==> src/rtl/mem_arbiter.sv <==
// -----------------------------------------------------------------------------
// mem_arbiter
//
// Shares the single port of the byte-addressed unified memory between the
// instruction-fetch unit and the load/store unit. Each transaction takes
// three cycles: grant (IDLE), memory access (ACCESS), response pulse (RESP).
// Data normally wins arbitration. Fetch wins when it is the only requester,
// or once it has lost STARVE_MAX times in a row. Out-of-range accesses run
// the full sequence but never write memory, and their data reads back as 0.
//
// Ports
//   clk, reset        clock; asynchronous active-low reset
//   if_req/if_addr    fetch request and 64-bit byte address
//   if_gnt            fetch accepted on this edge (combinational, IDLE only)
//   if_rvalid/if_rdata/if_err
//                     one-cycle fetch response, instruction word, range error
//   d_req/d_we/d_addr/d_wdata
//                     data request: 8-byte store (d_we=1) or 8-byte load
//   d_gnt             data request accepted on this edge (combinational, IDLE)
//   d_rvalid/d_rdata/d_err
//                     one-cycle data response, load data (0 for stores and
//                     errors), range error
//   mem_pc, mem_rw_addr, mem_rw_val, mem_write_enable
//                     registered drive of the memory port
//   mem_instruction, mem_r_out
//                     combinational read data returned by the memory
//   busy              high whenever the sequencer is not in IDLE
// -----------------------------------------------------------------------------
module mem_arbiter #(
    parameter int unsigned MEM_BYTES  = 524288,
    parameter int unsigned STARVE_MAX = 4
) (
    input  logic        clk,
    input  logic        reset,
    input  logic        if_req,
    input  logic [63:0] if_addr,
    output logic        if_gnt,
    output logic        if_rvalid,
    output logic [31:0] if_rdata,
    output logic        if_err,
    input  logic        d_req,
    input  logic        d_we,
    input  logic [31:0] d_addr,
    input  logic [63:0] d_wdata,
    output logic        d_gnt,
    output logic        d_rvalid,
    output logic [63:0] d_rdata,
    output logic        d_err,
    output logic [63:0] mem_pc,
    output logic [31:0] mem_rw_addr,
    output logic [63:0] mem_rw_val,
    output logic        mem_write_enable,
    input  logic [31:0] mem_instruction,
    input  logic [63:0] mem_r_out,
    output logic        busy
);

    typedef enum logic [1:0] {
        IDLE,
        ACCESS,
        RESP
    } state_t;

    // Highest legal start address for a 4-byte fetch and an 8-byte data access.
    localparam logic [63:0] IF_LIMIT   = 64'(MEM_BYTES - 4);
    localparam logic [31:0] D_LIMIT    = 32'(MEM_BYTES - 8);
    localparam logic [2:0]  STARVE_TOP = 3'(STARVE_MAX);

    state_t      state;
    state_t      state_next;
    logic        owner_d;     // 1: data owns the in-flight transaction
    logic        lat_we;
    logic        lat_err;
    logic [2:0]  starve_cnt;
    logic [63:0] pc_q;
    logic [31:0] rw_addr_q;
    logic [63:0] rw_val_q;
    logic [31:0] if_rdata_q;
    logic [63:0] d_rdata_q;
    logic        fetch_wins;

    // Arbitration and next state. Grants exist only in IDLE.
    always_comb begin
        // NOTE: every output of this block gets a default before the case, so
        // no path leaves a value unassigned and no latch is inferred.
        state_next = state;
        if_gnt     = 1'b0;
        d_gnt      = 1'b0;
        fetch_wins = if_req && (!d_req || (starve_cnt == STARVE_TOP));
        case (state)
            IDLE: begin
                if_gnt = fetch_wins;
                d_gnt  = d_req && !fetch_wins;
                if (if_gnt || d_gnt) begin
                    state_next = ACCESS;
                end
            end
            ACCESS:  state_next = RESP;
            RESP:    state_next = IDLE;
            default: state_next = IDLE;
        endcase
    end

    // NOTE: all sequential state uses non-blocking assignments so every
    // register samples pre-edge values, independent of statement order.
    always_ff @(posedge clk or negedge reset) begin
        if (!reset) begin
            // NOTE: the response-data registers are reset too: after reset
            // both rdata outputs must read 0 until a new response arrives.
            state      <= IDLE;
            owner_d    <= 1'b0;
            lat_we     <= 1'b0;
            lat_err    <= 1'b0;
            starve_cnt <= '0;
            pc_q       <= '0;
            rw_addr_q  <= '0;
            rw_val_q   <= '0;
            if_rdata_q <= '0;
            d_rdata_q  <= '0;
        end else begin
            state <= state_next;

            // The memory-port registers double as the latched request, so the
            // port shows the new address during ACCESS and holds afterwards.
            if (if_gnt) begin
                owner_d    <= 1'b0;
                pc_q       <= if_addr;
                lat_we     <= 1'b0;
                lat_err    <= (if_addr > IF_LIMIT);
                starve_cnt <= '0;
            end else if (d_gnt) begin
                owner_d   <= 1'b1;
                rw_addr_q <= d_addr;
                rw_val_q  <= d_wdata;
                lat_we    <= d_we;
                lat_err   <= (d_addr > D_LIMIT);
                if (if_req && (starve_cnt != STARVE_TOP)) begin
                    starve_cnt <= starve_cnt + 3'd1;
                end
            end

            // Capture read data on the edge leaving ACCESS (same edge a store
            // commits). Errors and stores return 0.
            if (state == ACCESS) begin
                if (owner_d) begin
                    d_rdata_q <= (lat_err || lat_we) ? '0 : mem_r_out;
                end else begin
                    if_rdata_q <= lat_err ? '0 : mem_instruction;
                end
            end
        end
    end

    // Decoded from registered state only, so the write enable falls the moment
    // reset asserts and can never glitch from the request inputs.
    assign mem_write_enable = (state == ACCESS) && lat_we && !lat_err;
    assign mem_pc           = pc_q;
    assign mem_rw_addr      = rw_addr_q;
    assign mem_rw_val       = rw_val_q;

    assign if_rvalid = (state == RESP) && !owner_d;
    assign d_rvalid  = (state == RESP) && owner_d;
    assign if_err    = if_rvalid && lat_err;
    assign d_err     = d_rvalid && lat_err;
    assign if_rdata  = if_rdata_q;
    assign d_rdata   = d_rdata_q;
    assign busy      = (state != IDLE);

endmodule

==> config.mk <==
export PLATFORM = sky130hd
export DESIGN_NAME = mem_arbiter
export DESIGN_NICKNAME = d
export VERILOG_FILES = /design/src/rtl/mem_arbiter.sv
export SDC_FILE = /design/constraint.sdc
export NUM_CORES = 1
export LEC_CHECK = 0
export BUFFER_PORTS_ARGS = -buffer_cell sky130_fd_sc_hd__buf_2
export CAP_MARGIN = 25
export CORE_AREA = 2 2 206 208
export DETAILED_ROUTE_END_ITERATION = 8
export DIE_AREA = 0 0 208 210
export PLACE_DENSITY = 0.52
export RECOVER_POWER = 50
export SKIP_LAST_GASP = 1
export SLEW_MARGIN = 15
export SYNTH_ARGS = -nofsm -noshare
export SYNTH_HDL_FRONTEND = slang
export SYNTH_SLANG_ARGS = --single-unit
==> constraint.sdc <==
create_clock -name clk -period 2.2 [get_ports clk]
set_clock_uncertainty 0.1 [all_clocks]
set_input_delay 0 -clock clk [delete_from_list [all_inputs] [get_ports clk]]
set_output_delay 0 -clock clk [all_outputs]
set_load 0.02 [all_outputs]
==> out/metrics.cfg <==
[global_routing]
grt_pass1_vias=10950
antenna_found_initial=1
grt_usage_pct=16.80
grt_max_degree=97
grt_first_pass_wirelength_mm=59.55
grt_overflow_total=0

[synthesis]
yosys.area.top_type_share_pct=63.45
synth_area_leaders=dfrtp_1 (63%), nand2_1 (16%), mux2_2 (6.3%), o21ai_0 (4.7%), nand2b_1 (2.0%)
synth_top_cell_by_area=dfrtp_1
synth_edf_count=0
yosys_warnings=0
postSynthCellCount=1037
syn-cell-area_mm2=0.01041
synth_nets=1300
synth_most_common_cell=nand2_1
synth_seq_cells=264
synth.avg_cell_area_um2=10.04
ys.flop_type=dfrtp_1
synth_async_sr_flop_share_pct=100.0
synth_cell_types=35
seq_area_frac_synth_pct=63.45
synth_common_cells=nand2_1 (452), dfrtp_1 (264), o21ai_0 (98)

[drt]
routedWlPerCell_um=15.83
ant_nets=0
drcViolationCount=0
first_iter_violations=568
vias=10260
avgViaCountPerCell=4.279
drt_pass1_iterations=5
wl_mm=37.96

[setup_path]
r2r-start=state[1]
worstSetupStartpointType=register
critical_path_class=reg2out
cp.arrival_ps=2000
cp_max_fo=20
rr_worst_depth=5
cp_data_required_time_ps=2100
r2r_slack_ps=110
end_kind=output port
cp-startpoint=state[1]
setup.worst_path.end=if_gnt
r2r_end=mem_pc[51]

[timing]
setup_slack_ps=99.84
worst_pin_slew_ps=1188
layout_min_cycle_time_ps=2100
slew_headroom_pct=20.77
max_freq_mhz=476.2
setup_viol=0
finalMaxSlewViolations=0
setup_tns_ps=0
post-route-period-util_pct=95.46
rsz0062_at_grt=false
hold_viol=0

[power_and_ir_drop]
p_sw_uw=10620
p_leak_uw=0.008183
clkPwrFrac_pct=21.1
switching_share_pct=43.46
p_per_area_mw_per_mm2=1410
seq_power_share_pct=35.1
internal_power_uw=13810
ir_drop_v=0.0008339
p_comb_share_pct=43.8

[final_layout]
diodes=0
finalNetCount=2099
num-fill-cells=4153
area_delta_synth_final_pct=66.37
drive_gt1_share_pct=22.32

[die]
die_w_um=208
core_mm2=0.04148
boundaryPins=525
die_area_mm2=0.04368
initial_core_util_pct=25.10
die_h_um=210
row_count=75

[status]
outcome=finished, final reports clean

[placement]
place_ws_ps=235.5
place.gp.congestion=0.8372
dp_hpwl_mm=25.91
port_buffers=524

[cts]
clkSinkCount=264
root_buffer=clkbuf_16
clock_latency_ps=570
clk_path_buf_depth=3
htreeDepth=1
cts_tree=built
cts_made_buffers=31
clk_pin_slew_ps=70

[run]
cap_violations=0

[worst_hold_path]
worstHoldPathType=in2reg

## cell families (layout without fill, tap and decap cells)
family          after synthesis  after routing  share of synthesized area [%]
flops                       264            264                          63.45
mux                          64             64                          6.921
xor+xnor                      1              1                        0.08413
fa+ha+maj                     2              2                         0.2403
buf+inv                      63            885                          2.776
simple gates                537            537                          21.16
compound gates              106            106                          5.371
## state kept, by name (all words and copies together) (netlist names)
name / cells
lat_we: 1
state: 2
mem_pc: 64
d_rdata: 64
owner_d: 1
starve_cnt: 3
mem_rw_addr: 32
if_rdata: 32
mem_rw_val: 64
lat_err: 1
## cell usage in the layout (no fill, tap or decap), types with 3 or more instances in the layout
cell type,n
mux2_2,58
mux2_1,6
buf_12,15
nor2_1,7
nor4_1,12
dlygate4sd3_1,268
clkbuf_8,11
nand2_1,451
dfrtp_1,264
nand3_1,5
inv_1,4
clkinv_2,6
o21ai_0,98
nand2b_1,32
clkbuf_1,263
nor3_1,6
buf_2,267
buf_4,13
clkbuf_16,31
nand4_1,11
nor2b_1,3
## cell type report
type,count,area (µm²),share of cell area (%)
clock inverters,9,80.08,0.4623
inverters,5,26.28,0.1517
flip-flops and latches,264,6606,38.14
multi-input cells,710,3550,20.49
well taps,539,674.4,3.893
repair buffers,824,5440,31.40
clock buffers,47,945.9,5.460
## power groups by stage
stage	sequential, µW	clock (µW)	combinational, µW
finish	8580	5160	10700
global route	8890	5500	11700
CTS	8490	5290	11400
detailed placement	8530	0	10900
global placement	8460	0	10800
floorplan	11300	0	3590
## stage by stage
step | area [µm²] | utilization [%] | std cells | hold WS, ps | total power (µW)
2_1_floorplan | 10410 | - | 1037 | -395.6 | 14890
3_3_place_gp | 13880 | 33.48 | 2071 | -49.57 | 19260
3_5_place_dp | 13880 | 33.48 | 2071 | -45.21 | 19430
4_1_cts | 17640 | 42.53 | 2397 | 30.29 | 25180
5_1_grt | 17320 | 41.76 | 2398 | 57.97 | 26070
6_report | 17320 | 41.76 | 2398 | 61.97 | 24430
## repair_timing
action / in CTS / in global routing
cloned: 1 / 0
hold endpoints to repair: 527 / 0
buffers inserted: 1 / 1
pin swaps: 0 / 0
resized for setup: 2 / 4
endpoints found under the setup margin: 2 / 3
hold buffers: 268 / 0
## per-layer routing
metal / GRT usage [%] / up-vias / share of wire [%]
li1: - / 4962 / -
met1: 20.85 / 4877 / 42
met2: 29.40 / 350 / 50
met3: 2.861 / 73 / 5.1
met4: 6.138 / 0 / 3.1
met5: 0 / - / 0
## worst max-delay path, cell delays in order, from the launching register on
cell,delay [ps]
dfrtp_1,410
or3b_4,440
a21oi_4,170
buf_12,200
buf_2,190
## worst min-delay path by stage
stage | start | to | slack (ps) | depth (start not counted)
after global routing | d_wdata[60] | mem_rw_val[60] | 60 | 4
after detailed placement | reset | mem_rw_val[40] | -50 | 1
final | d_wdata[14] | mem_rw_val[14] | 60 | 4
after CTS | d_wdata[13] | mem_rw_val[13] | 30 | 4
after floorplan | reset | d_rdata[0] | -400 | 0
after global placement | reset | mem_rw_val[40] | -50 | 1
No activity file was read; power rests on OpenSTA's default activity.
